**src/rtl/pipelined_cla_addsub.sv**
```systemverilog
// Pipelined carry look-ahead adder/subtractor.
// The WIDTH-bit operation is split into NSTG = WIDTH/GROUP groups. Stage k
// resolves group k with an in-group look-ahead carry network and registers
// the group carry for stage k+1. Lower result bits ride along in registers.
// Optional build macro PCLA_SATURATE_EN: on signed overflow the result is
// clamped to the signed extreme selected by operand A's sign.
//
// Handshake: a transfer happens on a rising clk edge where valid && ready.
// Stage k advances when it holds data and the stage after it is empty or
// advancing itself; the last stage advances on out_ready. in_ready is
// therefore combinational from out_ready through the valid chain, and a
// stalled stage holds every one of its registers.
module pipelined_cla_addsub #(
    parameter int WIDTH = 32,
    parameter int GROUP = 8
) (
    input  logic             clk,
    input  logic             rst,
    input  logic             in_valid,
    output logic             in_ready,
    input  logic [WIDTH-1:0] a,
    input  logic [WIDTH-1:0] b,
    input  logic             sub,
    input  logic             cin,
    output logic             out_valid,
    input  logic             out_ready,
    output logic [WIDTH-1:0] sum,
    output logic             cout,
    output logic             overflow,
    output logic             zero
);

    localparam int NSTG = WIDTH / GROUP;

    if (GROUP < 1 || (WIDTH % GROUP) != 0) begin : g_param_check
        $error("pipelined_cla_addsub: WIDTH must be a positive multiple of GROUP");
    end

    // Look-ahead carries of one group: c[j+1] = g[j] | p[j]g[j-1] | ... | p[j..0]cin.
    function automatic logic [GROUP:0] cla_carries(input logic [GROUP-1:0] g,
                                                   input logic [GROUP-1:0] p,
                                                   input logic             c_in);
        logic [GROUP:0] c;
        logic           prop;
        c    = '0;
        c[0] = c_in;
        for (int j = 0; j < GROUP; j++) begin
            prop     = p[j];
            c[j+1]   = g[j];
            for (int i = j - 1; i >= 0; i--) begin
                c[j+1] = c[j+1] | (prop & g[i]);
                prop   = prop & p[i];
            end
            c[j+1] = c[j+1] | (prop & c_in);
        end
        return c;
    endfunction

    // Operand conditioning: subtract is a + ~b + ~cin, i.e. a - b - cin.
    logic [WIDTH-1:0] bx_in;
    logic             c0;
    assign bx_in = sub ? ~b : b;
    assign c0    = sub ? ~cin : cin;

    // Per-stage register views, one element driven by each stage.
    logic [NSTG-1:0]  vld;
    logic [NSTG-1:0]  c_q;
    logic [WIDTH-1:0] a_q  [NSTG];
    logic [WIDTH-1:0] bx_q [NSTG];
    logic [WIDTH-1:0] s_q  [NSTG];
    logic             ovf_q;
    logic             zero_q;

    // Advance chain, resolved from the output back towards the input.
    logic [NSTG-1:0] adv;
    always_comb begin
        logic down_free;
        adv       = '0;
        down_free = out_ready;
        for (int k = NSTG - 1; k >= 0; k--) begin
            adv[k]    = vld[k] && down_free;
            down_free = !vld[k] || adv[k];
        end
        in_ready = down_free;
    end

    for (genvar k = 0; k < NSTG; k++) begin : g_stg
        logic [WIDTH-1:0] a_src;
        logic [WIDTH-1:0] bx_src;
        logic [WIDTH-1:0] s_src;
        logic             c_src;
        logic             load;
        logic [GROUP-1:0] ga;
        logic [GROUP-1:0] gb;
        logic [GROUP:0]   cc;
        logic [WIDTH-1:0] s_new;
        logic             vld_r;
        logic             c_r;
        logic [WIDTH-1:0] a_r;
        logic [WIDTH-1:0] bx_r;
        logic [WIDTH-1:0] s_r;

        if (k == 0) begin : g_first
            assign a_src  = a;
            assign bx_src = bx_in;
            assign s_src  = '0;
            assign c_src  = c0;
            assign load   = in_valid && in_ready;
        end else begin : g_next
            assign a_src  = a_q[k-1];
            assign bx_src = bx_q[k-1];
            assign s_src  = s_q[k-1];
            assign c_src  = c_q[k-1];
            assign load   = adv[k-1];
        end

        assign ga = a_src[k*GROUP +: GROUP];
        assign gb = bx_src[k*GROUP +: GROUP];
        assign cc = cla_carries(ga & gb, ga ^ gb, c_src);

        // Merge this group's sum bits into the bits already resolved upstream.
        always_comb begin
            s_new = s_src;
            s_new[k*GROUP +: GROUP] = ga ^ gb ^ cc[GROUP-1:0];
`ifdef PCLA_SATURATE_EN
            if (k == NSTG - 1 && (cc[GROUP] ^ cc[GROUP-1])) begin
                s_new = a_src[WIDTH-1] ? {1'b1, {(WIDTH-1){1'b0}}}
                                       : {1'b0, {(WIDTH-1){1'b1}}};
            end
`endif
        end

        // Stage register: load from upstream, empty when drained, else hold.
        always_ff @(posedge clk or posedge rst) begin
            if (rst) begin
                vld_r <= 1'b0;
                c_r   <= 1'b0;
                a_r   <= '0;
                bx_r  <= '0;
                s_r   <= '0;
            end else if (load) begin
                vld_r <= 1'b1;
                c_r   <= cc[GROUP];
                a_r   <= a_src;
                bx_r  <= bx_src;
                s_r   <= s_new;
            end else if (adv[k]) begin
                vld_r <= 1'b0;
            end
        end

        assign vld[k]  = vld_r;
        assign c_q[k]  = c_r;
        assign a_q[k]  = a_r;
        assign bx_q[k] = bx_r;
        assign s_q[k]  = s_r;

        if (k == NSTG - 1) begin : g_last
            // Flags are registered together with the final group.
            always_ff @(posedge clk or posedge rst) begin
                if (rst) begin
                    ovf_q  <= 1'b0;
                    zero_q <= 1'b0;
                end else if (load) begin
                    ovf_q  <= cc[GROUP] ^ cc[GROUP-1];
                    zero_q <= (s_new == '0);
                end
            end
        end
    end

    assign out_valid = vld[NSTG-1];
    assign sum       = s_q[NSTG-1];
    assign cout      = c_q[NSTG-1];
    assign overflow  = ovf_q;
    assign zero      = zero_q;

endmodule

```
**config.mk**
```make
export PLATFORM = sky130hd
export DESIGN_NAME = pipelined_cla_addsub
export DESIGN_NICKNAME = d
export VERILOG_FILES = /design/src/rtl/pipelined_cla_addsub.sv
export SDC_FILE = /design/constraint.sdc
export NUM_CORES = 1
export LEC_CHECK = 0
export CORE_ASPECT_RATIO = 1.1
export CORE_MARGIN = 4
export CORE_UTILIZATION = 45
export CTS_BUF_LIST = sky130_fd_sc_hd__clkbuf_16
export DETAILED_ROUTE_END_ITERATION = 8
export HOLD_SLACK_MARGIN = 0.12
export PLACE_DENSITY = 0.72
export SYNTH_ARGS = -nofsm -noshare
export SYNTH_HDL_FRONTEND = slang
export SYNTH_SLANG_ARGS = --single-unit
```
**constraint.sdc**
```tcl
create_clock -name clk -period 9.5 [get_ports clk]
set_input_delay 2.85 -clock clk [delete_from_list [all_inputs] [get_ports clk]]
set_output_delay 2.85 -clock clk [all_outputs]
set_load 0.02 [all_outputs]
```
# ---- Word-level counts from Yosys, hierarchy flattened
# Cells that the tools add are included.
dict set report classes {
  bitwise 415
  n_mux 10
  n_reduce_logical 18
}
# cell n
set ops {}
lappend ops {{$and A1 B1 Y1} 256}
lappend ops {{$or A1 B1 Y1} 144}
lappend ops {{$xor A8 B8 Y8} 8}
lappend ops {{$and A8 B8 Y8} 4}
lappend ops {{$logic_not A32 Y1} 1}
lappend ops {{$mux W32} 1}
lappend ops {{$not A32 Y32} 1}
lappend ops {{$mux W1} 9}
lappend ops {{$reduce_bool A2 Y1} 4}
lappend ops {{$logic_and A1 B1 Y1} 5}
lappend ops {{$logic_not A1 Y1} 4}
lappend ops {{$logic_or A1 B1 Y1} 4}
lappend ops {{$not A1 Y1} 1}
lappend ops {{$xor A1 B1 Y1} 1}
dict set report totals {
  in_bits 70
  reg_bits 282
}

# ---- Logic depth before layout (Yosys ltp)
dict set report depth {
  word_depth 12
  ltp_mapped 9
  depth_no_buf 7
}

# ---- Worst setup path after synthesis
# OpenSTA, ideal clock, no wires.
dict set report synth_path {
  path_type {input port to output port}
  start {in out_ready}
  end {out in_ready}
  slack_ps 3319
  arrival_ps 3331
  required_time_ps 6650
  cell_stages 2
  path_cell_list {nor2b_1 -> nand4_1}
}
dict set report synth_between {
  elab_chain_len 8
}
# item line_no
set synth_rtl {}
lappend synth_rtl {{start, declared} 26} ;# input logic out_ready,
lappend synth_rtl {{$logic_and A1 B1 Y1} 81} ;# adv[k] = vld[k] && down_free;
lappend synth_rtl {{$logic_or A1 B1 Y1} 82} ;# down_free = !vld[k] || adv[k];
lappend synth_rtl {{$logic_and A1 B1 Y1} 81}
lappend synth_rtl {{$logic_or A1 B1 Y1} 82}
lappend synth_rtl {{$logic_and A1 B1 Y1} 81}
lappend synth_rtl {{$logic_or A1 B1 Y1} 82}
lappend synth_rtl {{$logic_and A1 B1 Y1} 81}
lappend synth_rtl {{$logic_or A1 B1 Y1} 82}
lappend synth_rtl {{end, declared} 20} ;# output logic in_ready,
# Every way passes these cells.

# ---- Final worst setup path
# Same ends and word-level chain as after synthesis.

==> impl_metrics.csv <==
group,metric,value,unit
status,status,"finished clean",
clock_tree,cts_tree,"built",
placement,gp_congestion,0.7727,
sta,final-hold-violation-count,0,
route,viasPerCell,5.162,
floorplanning,start_util,46.24,%
sta,worst_pin_slew,1.109,ns
clock_tree,cts_num_sinks,186,
logic_synthesis,synth_edf_count,0,
worst_setup_path,crit_end,"in_ready",
route,drtAntennaViolNets,0,
worst_setup_path,timing.rr.start,"out_valid$_DFFE_PP0P_",
logic_synthesis,syn_area,0.008574,mm²
floorplanning,dieArea,0.02133,mm²
logic_synthesis,synth_top_area_share,54.28,%
sta,fin_crit_sh,76.35,%
worst_setup_path,cp_cell_sequence,"clkdlybuf4s50_1 > nor2b_1 > nand4_1 > clkdlybuf4s50_1",
worst_setup_path,crit_path_top_delay_cell,"clkdlybuf4s50_1",
logic_synthesis,yosysWarnings,0,
logic_synthesis,synth_area_leaders,"dfrtp_1 54%, mux2_2 16%, ha_1 4.8%",
global_routing,grt_pass1_vias,5596,
clock_tree,ctsHoldBuffers,0,
route,wl_per_cell,16.24,µm
worst_setup_path,startpoint,"out_ready",
sta,finClkSkew,0.007806,ns
min_path,hp-class,"reg -> reg",
clock_tree,htreeDepth,4,
sta,fin_crit,7.253,ns
sta,grt_setup_unrepaired,"false",
sta,timing.fmax,0.1379,GHz
sta,slew_headroom,25.78,%
placement,dp_hpwl,12340,µm
sta,setup_viol,0,
worst_setup_path,cp_common_cell,"clkdlybuf4s50_1",
worst_setup_path,max_stage_delay,0.63,ns
logic_synthesis,yosysSeqAreaShare,54.28,%
layout,utilization,56.00,%
clock_tree,post-cts-setup-buffers,0,
logic_synthesis,ys_ff_latch,186,
logic_synthesis,ys.flop_type,"dfrtp_1",
global_routing,grt_use_total,16.29,%
logic_synthesis,synthCells,679,
logic_synthesis,async_reset_ff_share,100.0,%
global_routing,grt_max_degree,110,
global_routing,antenna_found_initial,1,
worst_setup_path,end_kind,"primary output",
route,route.detailed.drc,0,
clock_tree,clockBufferDepth,2,
worst_setup_path,path_max_fanout,4,
route,dr.pass1.iters,4,
route,first_iter_violations,273,
logic_synthesis,synth_area_per_cell,12.63,µm²
clock_tree,path_clk_slew,0.07,ns
floorplanning,die_w,139.6,µm
worst_setup_path,ff2ff_path_depth,5,
worst_setup_path,reg2reg_slack,6.85,ns
worst_setup_path,worst-setup-path-type,"in -> out",
worst_setup_path,r2r_end,"g_stg[0].a_r[15]$_DFFE_PP0P_",
worst_setup_path,crit_path_start_kind,"input pin",
floorplanning,ios,107,
layout,nFillCells,1535,
worst_setup_path,crit_family,"buffers and inverters",
layout,fin_nets,884,
worst_setup_path,critPathRequiredTime,6.65,ns
layout,final_cell_mix,"186 x dfrtp_1, 121 x mux2_2, 105 x clkdlybuf4s50_1",
layout,layout-drive-gt1-share,22.91,%
placement,io_buffers,106,
sta,slew_violations,0,
worst_setup_path,crit_arrival,4.40,ns
worst_setup_path,cp_num_buf_inv,2,
global_routing,global_route.overflow_total,0,
layout,antenna_cells,0,
global_routing,grt_pass1_wl,28350,µm
clock_tree,root_buffer,"clkbuf_16",
floorplanning,row_count,52,
logic_synthesis,syn-num-nets,786,
logic_synthesis,yosysTopAreaCell,"dfrtp_1",
route,vias,5332,
power,power_leakage,4.504,nW
floorplanning,chipHeight,152.8,µm
clock_tree,clkLatencyLatePin,0.43,ns
power,power.density,292.7,mW/mm²
sta,setup_ws,2.247,ns
clock_tree,cts_resized,0,
sta,fin_setup_tns,0,ns
power,peakVddDrop,0.1556,mV
logic_synthesis,synth_cell_type_count,54,
route,wl,16780,µm
sta,hold_ws,0.4747,ns
worst_setup_path,crit_cells,4,
layout,layout-area-overhead-vs-synth,21.10,%
floorplanning,fp.coreArea,0.01854,mm²
layout,layout_commonest_cell,"dfrtp_1",
placement,post-place-ws,2.251,ns
clock_tree,cts_made_buffers,17,
job,drv_cap,0,
==> stage by stage <==
stage	cell area, µm²	total power, mW	instances
global route	10380	3.228	1033
detailed placement	9809	2.379	1001
global placement	9809	2.322	1001
floorplan	8574	1.988	679
CTS	10380	3.071	1033
finish	10380	3.039	1033
==> worst min path at each step <==
stage                             startpoint                             to  depth (start not counted)
6_report       g_stg[0].bx_r[27]$_DFFE_PP0P_  g_stg[0].bx_r[27]$_DFFE_PP0P_                          2
5_1_grt        g_stg[0].bx_r[27]$_DFFE_PP0P_  g_stg[0].bx_r[27]$_DFFE_PP0P_                          2
4_1_cts        g_stg[0].bx_r[27]$_DFFE_PP0P_  g_stg[0].bx_r[27]$_DFFE_PP0P_                          2
3_5_place_dp   g_stg[0].bx_r[27]$_DFFE_PP0P_  g_stg[0].bx_r[27]$_DFFE_PP0P_                          2
3_3_place_gp   g_stg[0].bx_r[21]$_DFFE_PP0P_  g_stg[0].bx_r[21]$_DFFE_PP0P_                          2
2_1_floorplan   g_stg[1].s_r[15]$_DFFE_PP0P_   g_stg[1].s_r[15]$_DFFE_PP0P_                          2
==> cell type report <==
type	instances	area (µm²)	share of cell area [%]
clock inverters	15	148.9	1.434
flip-flops and latches	186	4654	44.82
multi-input cells	446	3700	35.63
inverters	16	65.06	0.6266
repair buffers	110	1086	10.46
clock buffers	17	425.4	4.097
well taps	243	304.0	2.928
==> flip-flops by register name, indices dropped and copies added, names as in the netlist <==
signal       cells
overflow         1
g_stg.c_r        3
g_stg.vld_r      3
g_stg.s_r       48
cout             1
sum             32
g_stg.bx_r      48
zero             1
g_stg.a_r       48
out_valid        1
==> power by group <==
group | leakage, nW | switching [mW] | internal (mW) | total (mW)
clock | 0.278 | 0.332 | 0.351 | 0.683
combinational | 1.99 | 0.556 | 0.563 | 1.12
sequential | 2.24 | 0.173 | 1.06 | 1.24
total | 4.50 | 1.06 | 1.98 | 3.04
==> tightest hold or removal path, stage by stage, from the launching register on <==
cell and delay (ns):
dfrtp_1 0.34, nand2_1 0.04, o21ai_0 0.06
==> per-layer routing <==
layer  track usage (%)  vias up  wire (µm)
li1                  -     2595          -
met1             22.31     2603       7849
met2             25.73       97       7969
met3             3.327       35        565
met4             6.184        2        372
met5                 0        -         19
==> cell families (layout without fill, tap and decap cells) <==
family / after synthesis / in the layout / share of synthesized area, %
xor+xnor: 56 / 56 / 5.939
flops: 186 / 186 / 54.28
buf+inv: 47 / 158 / 2.627
simple gates: 119 / 119 / 6.391
mux: 122 / 122 / 16.01
compound gates: 112 / 112 / 9.003
fa+ha+maj: 37 / 37 / 5.749
==> synthesized netlist by cell type, types with 5 or more instances <==
cell and count:
xor2_1 22, o21ai_0 56, nor4_1 5, buf_4 6, mux2_2 121, nand2b_1 5, buf_2 19, nor2_1 13
nor3_1 5, a21o_1 8, nand2_1 67, dfrtp_1 186, xnor2_1 33, ha_1 33, a21oi_1 12, inv_1 16
nand3_1 7
Note: power is estimated with default switching activity, not from simulation.
